$ cat src/rtl/muldiv_sequencer.sv
// Iterative RV32 M-extension multiply/divide engine: one bit per cycle, stall held while busy.
// Optional signed semantics when MULDIV_SIGNED_EN is defined; otherwise all ops are unsigned.
module muldiv_sequencer #(
    parameter int XLEN  = 32,
    parameter int CNT_W = 6
) (
    input  logic            clk,
    input  logic            rst_n,
    input  logic            start,
    input  logic [1:0]      op,
    input  logic            sgn,
    input  logic [XLEN-1:0] a,
    input  logic [XLEN-1:0] b,
    input  logic [4:0]      rd_in,
    output logic            stall,
    output logic            done,
    output logic [XLEN-1:0] result,
    output logic [4:0]      rd_out,
    output logic            regwrite
);

    typedef enum logic [1:0] {IDLE, RUN, DONE} state_t;

    localparam logic [1:0] OP_MUL  = 2'b00;
    localparam logic [1:0] OP_MULH = 2'b01;
    localparam logic [1:0] OP_DIV  = 2'b10;

    state_t            state, state_nxt;
    logic [CNT_W-1:0]  count;
    logic [XLEN:0]     hi;      // product high word / partial remainder
    logic [XLEN-1:0]   lo;      // product low word / quotient
    logic [XLEN-1:0]   opd;     // multiplicand or divisor
    logic [1:0]        op_q;
    logic [4:0]        rd_q;

    logic              is_div, div_zero, last_iter;
    logic [XLEN-1:0]   a_mag, b_mag;
    logic [XLEN:0]     mul_sum, div_shift, div_sub;
    logic              div_ge;
    logic [2*XLEN-1:0] prod;
    logic [XLEN-1:0]   quo, remv, res_sel;

    assign is_div    = op[1];
    assign div_zero  = is_div && (b == '0);
    assign last_iter = (count == CNT_W'(XLEN - 1));

`ifdef MULDIV_SIGNED_EN
    logic a_neg, b_neg, neg_q, rneg_q, dz_q;
    assign a_neg = sgn & a[XLEN-1];
    assign b_neg = sgn & b[XLEN-1];
    assign a_mag = a_neg ? -a : a;
    assign b_mag = b_neg ? -b : b;
`else
    logic unused_sgn;
    assign unused_sgn = sgn;
    assign a_mag      = a;
    assign b_mag      = b;
`endif

    // Shift-add multiply step: add multiplicand on lo[0], then shift {hi,lo} right.
    assign mul_sum   = hi + (lo[0] ? {1'b0, opd} : '0);
    // Restoring divide step: shift next dividend bit in, subtract if it fits.
    assign div_shift = {hi[XLEN-1:0], lo[XLEN-1]};
    assign div_ge    = (div_shift >= {1'b0, opd});
    assign div_sub   = div_shift - {1'b0, opd};

    always_ff @(posedge clk or negedge rst_n) begin
        if (!rst_n) begin
            state <= IDLE;
        end else begin
            state <= state_nxt;
        end
    end

    always_comb begin
        state_nxt = state;
        case (state)
            IDLE:    if (start) state_nxt = div_zero ? DONE : RUN;
            RUN:     if (last_iter) state_nxt = DONE;
            DONE:    state_nxt = IDLE;
            default: state_nxt = IDLE;
        endcase
    end

    always_ff @(posedge clk or negedge rst_n) begin
        if (!rst_n) begin
            count  <= '0;
            hi     <= '0;
            lo     <= '0;
            opd    <= '0;
            op_q   <= '0;
            rd_q   <= '0;
`ifdef MULDIV_SIGNED_EN
            neg_q  <= 1'b0;
            rneg_q <= 1'b0;
            dz_q   <= 1'b0;
`endif
        end else begin
            case (state)
                IDLE: if (start) begin
                    op_q  <= op;
                    rd_q  <= rd_in;
                    count <= '0;
                    opd   <= is_div ? b_mag : a_mag;
                    if (div_zero) begin
                        hi <= {1'b0, a};
                        lo <= '1;
                    end else begin
                        hi <= '0;
                        lo <= is_div ? a_mag : b_mag;
                    end
`ifdef MULDIV_SIGNED_EN
                    neg_q  <= a_neg ^ b_neg;
                    rneg_q <= a_neg;
                    dz_q   <= div_zero;
`endif
                end
                RUN: begin
                    count <= count + CNT_W'(1);
                    if (op_q[1]) begin
                        hi <= div_ge ? div_sub : div_shift;
                        lo <= {lo[XLEN-2:0], div_ge};
                    end else begin
                        hi <= {1'b0, mul_sum[XLEN:1]};
                        lo <= {mul_sum[0], lo[XLEN-1:1]};
                    end
                end
                default: ;
            endcase
        end
    end

    always_comb begin
        prod = {hi[XLEN-1:0], lo};
        quo  = lo;
        remv = hi[XLEN-1:0];
`ifdef MULDIV_SIGNED_EN
        // Divide-by-zero results are architectural constants and bypass the fixup.
        if (!dz_q && neg_q)  prod = -prod;
        if (!dz_q && neg_q)  quo  = -quo;
        if (!dz_q && rneg_q) remv = -remv;
`endif
        case (op_q)
            OP_MUL:  res_sel = prod[XLEN-1:0];
            OP_MULH: res_sel = prod[2*XLEN-1:XLEN];
            OP_DIV:  res_sel = quo;
            default: res_sel = remv;
        endcase
    end

    always_comb begin
        stall    = 1'b0;
        done     = 1'b0;
        result   = '0;
        rd_out   = '0;
        regwrite = 1'b0;
        case (state)
            IDLE: stall = start;
            RUN:  stall = 1'b1;
            DONE: begin
                done     = 1'b1;
                result   = res_sel;
                rd_out   = rd_q;
                regwrite = (rd_q != 5'd0);
            end
            default: ;
        endcase
    end

endmodule

$ cat config.mk
export PLATFORM = sky130hd
export DESIGN_NAME = muldiv_sequencer
export DESIGN_NICKNAME = d
export VERILOG_FILES = /design/src/rtl/muldiv_sequencer.sv
export SDC_FILE = /design/constraint.sdc
export NUM_CORES = 1
export LEC_CHECK = 0
export BUFFER_PORTS_ARGS = -buffer_cell sky130_fd_sc_hd__buf_2
export CORE_UTILIZATION = 45
export DETAILED_ROUTE_END_ITERATION = 8
export HOLD_SLACK_MARGIN = 0.12
export PLACE_DENSITY = 0.6
export SYNTH_ARGS = -nofsm -noshare
export SYNTH_HDL_FRONTEND = slang
export SYNTH_SLANG_ARGS = --single-unit
export TNS_END_PERCENT = 20
$ cat constraint.sdc
create_clock -name clk -period 3.4 [get_ports clk]
set_input_delay 0.68 -clock clk [delete_from_list [all_inputs] [get_ports clk]]
set_output_delay 0.68 -clock clk [all_outputs]
set_load 0.03 [all_outputs]
==> run_results.csv, run 1 <==
group,metric,value,unit
die,row_count,55,
drt,wl_met2,15000,um
die,design.core.area,22700,um2
cells_and_area,drive_above_1_share,0.162,
drt,vias,10300,
sta,slew_violations,0,
logic_synthesis,ys_seq_elements,112,
die,dieArea,23900,um2
drt,first_pass_iters,5,
drt,ant_nets,0,
placement,dp_hpwl,27300,um
logic_synthesis,ys.flop_type,"dfrtp_1",
drt,dr.max_layer_used,"met4",
cells_and_area,fillers,2236,
clocking,numCtsBuffers,9,
sta,setup-tns-final,0,ns
worst_setup_path,reg2reg_to,"hi[29]$_DFFE_PN0P_",
sta,post-route-period-util,0.973,
power,ir_worst_vdd,0.531,mV
cells_and_area,multi_input_area,7240,um2
worst_setup_path,cp_max_fo,3,
die,die_y,155,um
global_routing,grt_pass1_wl,55400,um
worst_setup_path,critPathCaptureType,"flop",
global_routing,overflow,0,
logic_synthesis,netlist_area,10500,um2
worst_setup_path,r2r-start,"lo[0]$_DFFE_PN0P_",
logic_synthesis,ys_types,73,
drt,drc,0,
worst_setup_path,reg2regPathDepth,12,
placement,place_ws,-0.0435,ns
sta,tightestPinTransition,1.19,ns
run,timing.max_cap.violations,0,
clocking,cts_tree,"done",
worst_setup_path,cp-start-kind,"flop",
clocking,path_clk_slew,0.10,ns
global_routing,first_global_vias,9500,
sta,final_hold_viol_count,0,
logic_synthesis,yosys.area.top_type_share,0.268,
clocking,numClockSinks,112,
logic_synthesis,synth-edff-count,0,
cells_and_area,syn2layout_area_growth,15.2,%
drt,wl,35900,um
sta,setup_viol,0,
placement,port-buffer-count,113,
global_routing,antenna_found_initial,0,
placement,gp_congestion,0.923,
clocking,root_buffer,"clkbuf_16",
logic_synthesis,synthCells,1301,
clocking,cts.path.max_buffers,2,
outcome,status,"finished, final reports clean",
drt,dr_wl_met3,2980,um
logic_synthesis,synth_largest_area_cell,"dfrtp_1",
cells_and_area,antennaDiodeCount,0,
logic_synthesis,synth_fp_nets,1443,
sta,rsz0062_at_grt,"yes",
logic_synthesis,yosys-top-cells-area,"dfrtp_1 27%, mux2i_1 13%, ha_1 7.8%, o21ai_0 6.5%, nand2_1 5.6%",
clocking,worst_skew_pair.late_latency,0.37,ns
sta,max_slew_margin,0.202,
logic_synthesis,async_reset_ff_frac,1.00,
cells_and_area,seq_area,2810,um2
global_routing,track_usage,0.303,
worst_setup_path,arrival,3.62,ns
cells_and_area,finalNetCount,1555,
sta,setup_slack,0.0928,ns
worst_setup_path,r2r_setup_slack,0.09,ns
worst_setup_path,crit_required,3.71,ns
power,p_leak,0.00563,uW
power,power.density,1220,nW/um2
die,die_width,155,um
logic_synthesis,yosys_warnings,0,
drt,wl_met1,17400,um
sta,fmax,302,MHz
drt,wl_per_cell,21.1,um
sta,fin_crit,3.31,ns
logic_synthesis,seq_area_frac_synth,0.268,
die,io_pins,115,
clocking,postCtsHoldBufs,0,
logic_synthesis,synth_common_cells,"156 x nand2_1, 135 x o21ai_0, 134 x mux2i_1",
logic_synthesis,syn_area_per_cell,8.05,um2
power,power,14700,uW
drt,detail_route.iter0.violations,894,
worst_hold_path,hold_path_class,"in -> async",
die,start_util,0.461,
clocking,cts_max_level,3,
drt,viasPerCell,6.05,
worst_setup_path,crit_type,"reg -> reg",
logic_synthesis,synth.most_common_cell,"nand2_1",
sta,fin_skew,0.0125,ns
cells_and_area,final_util,0.531,
global_routing,grt_max_degree,84,
worst max-delay path by stage:
stage | startpoint | end | slack (ns) | cells after the start
final | lo[0]$_DFFE_PN0P_ | hi[29]$_DFFE_PN0P_ | 0.09 | 12
after CTS | lo[0]$_DFFE_PN0P_ | hi[30]$_DFFE_PN0P_ | 0.007 | 13
after global routing | lo[0]$_DFFE_PN0P_ | hi[29]$_DFFE_PN0P_ | -0.05 | 12
after detailed placement | lo[0]$_DFFE_PN0P_ | hi[29]$_DFFE_PN0P_ | -0.04 | 12
after global placement | lo[0]$_DFFE_PN0P_ | hi[29]$_DFFE_PN0P_ | -0.03 | 12
after floorplan | lo[0]$_DFFE_PN0P_ | hi[29]$_DFFE_PN0P_ | 0.37 | 13
area by class of cell:
class                   count  area share
flip-flops and latches    112       0.233
well taps                 285      0.0296
clock buffers               9      0.0187
multi-input cells        1061       0.601
inverters                  48      0.0149
repair buffers            181      0.0951
clock inverters             7     0.00851
state kept, by name, summed over array words and instances, names as in the netlist:
register / cells
op_q: 2
lo: 32
state: 2
hi: 33
rd_q: 5
opd: 32
count: 6
power by group:
group	total, uW	internal, uW	switching (uW)
sequential	2810	2010	806
clock	1230	607	625
combinational	10600	4320	6320
cell families after synthesis:
| family | synth area share |
|---|---|
| AOI/OAI and AO/OA | 0.247 |
| xor gates and xnor gates | 0.0452 |
| adders and majority gates | 0.0815 |
| buffers and inverters | 0.0478 |
| DFF | 0.268 |
| muxes | 0.128 |
| and+or+nand+nor | 0.183 |
critical path: stages (launching register included):
cell	delay, ns
dfrtp_1	0.40
and2_1	0.14
ha_1	0.22
fa_1	0.43
a211oi_2	0.28
nor3b_1	0.15
o211ai_1	0.31
a21oi_1	0.18
o211ai_2	0.27
o22ai_2	0.14
or2_0	0.24
a2111o_1	0.41
nand3_1	0.08
cells in the final DEF, fill, tap and decap left out, types with 47 or more instances in the layout:
master	count
nand2_1	155
o21ai_0	135
mux2i_1	134
buf_2	111
dfrtp_1	110
nor2_1	103
a21oi_1	64
buf_4	64
ha_1	63
inv_1	47
per-stage QoR:
stage	cells	hold WS [ns]	cell area, um2
2_1_floorplan	1301	0.384	10500
3_3_place_gp	1686	0.473	11700
3_5_place_dp	1686	0.483	11700
4_1_cts	1702	0.375	12000
5_1_grt	1703	0.392	12100
6_report	1703	0.349	12100
repair_timing:
| action | 4_1_cts | 5_1_grt |
|---|---|---|
| setup endpoints to repair | 1 | 9 |
| gates resized for setup | 1 | 11 |
| pin swaps | 0 | 4 |
| setup buffers | 0 | 1 |
routing by layer:
layer	track usage	up-vias
met3	0.0574	30
met1	0.463	4907
li1	-	4977
met2	0.431	389
met5	0	-
met4	0.0740	0
Power figures use the tool's default switching activity.
==> inputs of run 2 (changes only) <==
--- a/config.mk
+++ b/config.mk
@@ -7,9 +7,11 @@
 export LEC_CHECK = 0
 export BUFFER_PORTS_ARGS = -buffer_cell sky130_fd_sc_hd__buf_2
 export CORE_UTILIZATION = 45
+export CTS_CLUSTER_SIZE = 10
 export DETAILED_ROUTE_END_ITERATION = 8
-export HOLD_SLACK_MARGIN = 0.12
+export HOLD_SLACK_MARGIN = 0.1
 export PLACE_DENSITY = 0.6
+export SETUP_SLACK_MARGIN = 0.2
 export SYNTH_ARGS = -nofsm -noshare
 export SYNTH_HDL_FRONTEND = slang
 export SYNTH_SLANG_ARGS = --single-unit
==> run 2 against run 1 <==
Largest cell class unchanged. Highest routed layer unchanged. Cell count increased by 0.41%. Combinational power rose by 4%. Sequential share of layout area decreased by 0.54 points. Die area unchanged. Via count increased by 0.41%. Largest power group unchanged. Clock skew is essentially flat. First-iteration DRC count rose by 1.5%. Sequential power up 1%. Hold slack got worse by 0.0074 ns. Count of clock-buffer cells in the layout stayed put.
==> run_results.csv, run 2 (synthesis results as in run 1) <==
group,metric,value,unit
cells_and_area,antennaDiodeCount,0,
sta,setup_slack,0.178,ns
power,p_leak,0.00569,uW
worst_setup_path,critical_path_buf_inv_count,1,
worst_setup_path,critPathCaptureType,"flop",
global_routing,overflow,0,
die,dieArea,23900,um2
drt,vias,10300,
run,timing.max_cap.violations,0,
clocking,root_buffer,"clkbuf_16",
global_routing,grt_max_degree,84,
worst_setup_path,crit_family,"compound AO/OA/AOI/OAI gates",
cells_and_area,final_common_cell,"nand2_1",
die,row_count,55,
sta,fmax,310,MHz
worst_setup_path,r2r-start,"lo[0]$_DFFE_PN0P_",
placement,placed_cells,1686,
worst_setup_path,reg2reg_to,"hi[29]$_DFFE_PN0P_",
clocking,cts.path.max_buffers,2,
worst_setup_path,cp_max_fo,11,
placement,place_ws,-0.0435,ns
placement,port-buffer-count,113,
power,power.density,1220,nW/um2
outcome,status,"finished, final reports clean",
clocking,worst_skew_pair.late_latency,0.37,ns
sta,timing.hold.ws,0.342,ns
drt,drc,0,
die,die_width,155,um
cells_and_area,reg_top3,"hi x33, lo x32, opd x32",
global_routing,grt_pass1_wl,55500,um
drt,viasPerCell,6.05,
sta,tightestPinTransition,1.20,ns
drt,wl_per_cell,21.3,um
placement,gp_congestion,0.923,
die,start_util,0.461,
sta,rsz0062_at_grt,"yes",
drt,first_pass_iters,5,
die,die_y,155,um
worst_setup_path,crit_type,"reg -> reg",
clocking,numClockSinks,112,
global_routing,antenna_found_initial,0,
clocking,postCtsHoldBufs,0,
cells_and_area,finalInstanceArea,12400,um2
cells_and_area,largest_register,"hi",
sta,max_slew_margin,0.200,
placement,dp_hpwl,27300,um
power,p_seq_frac,0.189,
sta,slew_violations,0,
power,comb_power_share,0.730,
power,p_clk_frac,0.081,
worst_setup_path,slowest_stage,"dfrtp_2",
cells_and_area,final_cells,1710,
clocking,numCtsBuffers,9,
die,io_pins,115,
sta,setup_viol,0,
power,ir_worst_vdd,0.531,mV
die,design.core.area,22700,um2
cells_and_area,mostFrequentLayoutCells,"155 x nand2_1, 134 x mux2i_1, 130 x o21ai_0, 111 x buf_2, 109 x dfrtp_1",
worst_setup_path,crit_required,3.71,ns
power,netSwitchingFraction,0.525,
global_routing,first_global_vias,9521,
cells_and_area,drive_above_1_share,0.185,
worst_setup_path,slowest_delay,0.50,ns
sta,fin_crit,3.22,ns
sta,final_hold_viol_count,0,
sta,fin_skew,0.0121,ns
sta,post-route-period-util,0.948,
worst_setup_path,arrival,3.54,ns
worst_setup_path,r2r_setup_slack,0.18,ns
cells_and_area,finalNetCount,1562,
global_routing,track_usage,0.303,
power,power.switching,7930,uW
worst_setup_path,reg2regPathDepth,11,
clocking,cts_max_level,3,
cells_and_area,syn2layout_area_growth,18.0,%
placement,place_area,11700,um2
clocking,cts_tree,"done",
drt,detail_route.iter0.violations,907,
clocking,path_clk_slew,0.09,ns
drt,ant_nets,0,
worst_hold_path,hold_path_class,"in -> async",
drt,wl,36400,um
worst_setup_path,cp-start-kind,"flop",
power,p_int,7180,uW
worst_setup_path,crit_chain,"clkbuf_16 -> and2_1 -> ha_1 -> and4_4 -> a211o_1 -> a311o_1 -> o211ai_2 -> o22ai_2 -> or2_1 -> a2111o_1 -> nand3_1",
cells_and_area,largest_register_ffs,33,
run 2: cell count changes in the layout (fill, tap and decap cells not counted), sizes merged:
cell and change:
clkbuf +2, buf +5
run 2: cell type report:
type	instances	area [um2]
sequential	112	2810
inverter	48	180
clock buffer	9	225
clock inverter	7	103
tap	285	357
timing repair buffer	188	1250
fill	2206	10400
multi-input combinational	1061	7430
run 2: metal layers:
layer / vias up / part of all wire / GRT usage
li1: 4987 / - / -
met1: 4934 / 0.48 / 0.462
met2: 385 / 0.42 / 0.432
met3: 39 / 0.081 / 0.0622
met4: 0 / 0.019 / 0.0745
met5: - / 0 / 0
run 2: power by group through the flow:
stage | clock network, uW | logic [uW] | registers, uW
3_3_place_gp | 0 | 10300 | 2800
6_report | 1230 | 11000 | 2850
2_1_floorplan | 0 | 7540 | 2500
4_1_cts | 1240 | 10500 | 2790
5_1_grt | 1280 | 12100 | 2920
3_5_place_dp | 0 | 10300 | 2810
run 2: worst max path at each step:
stage	endpoint	cells after the start	startpoint	slack (ns)
after CTS	hi[29]$_DFFE_PN0P_	12	lo[0]$_DFFE_PN0P_	0.13
after detailed placement	hi[29]$_DFFE_PN0P_	12	lo[0]$_DFFE_PN0P_	-0.04
after global routing	hi[29]$_DFFE_PN0P_	13	lo[0]$_DFFE_PN0P_	0.09
after global placement	hi[29]$_DFFE_PN0P_	12	lo[0]$_DFFE_PN0P_	-0.03
final	hi[29]$_DFFE_PN0P_	11	lo[0]$_DFFE_PN0P_	0.18
after floorplan	hi[29]$_DFFE_PN0P_	13	lo[0]$_DFFE_PN0P_	0.37
run 2: metrics by stage:
| stage | setup TNS (ns) | power (uW) | util |
|---|---|---|---|
| after floorplan | 0 | 10000 | - |
| after detailed placement | -0.0435 | 13100 | 0.514 |
| final | 0 | 15100 | 0.544 |
| after global routing | 0 | 16300 | 0.544 |
| after global placement | -0.0298 | 13100 | 0.514 |
| after CTS | 0 | 14500 | 0.531 |
run 2: timing repair:
action,in CTS,in global routing
setup buffers,2,4
resized for setup,7,52
endpoints found under the setup margin,11,22
cloned,0,2
pin swaps,5,26
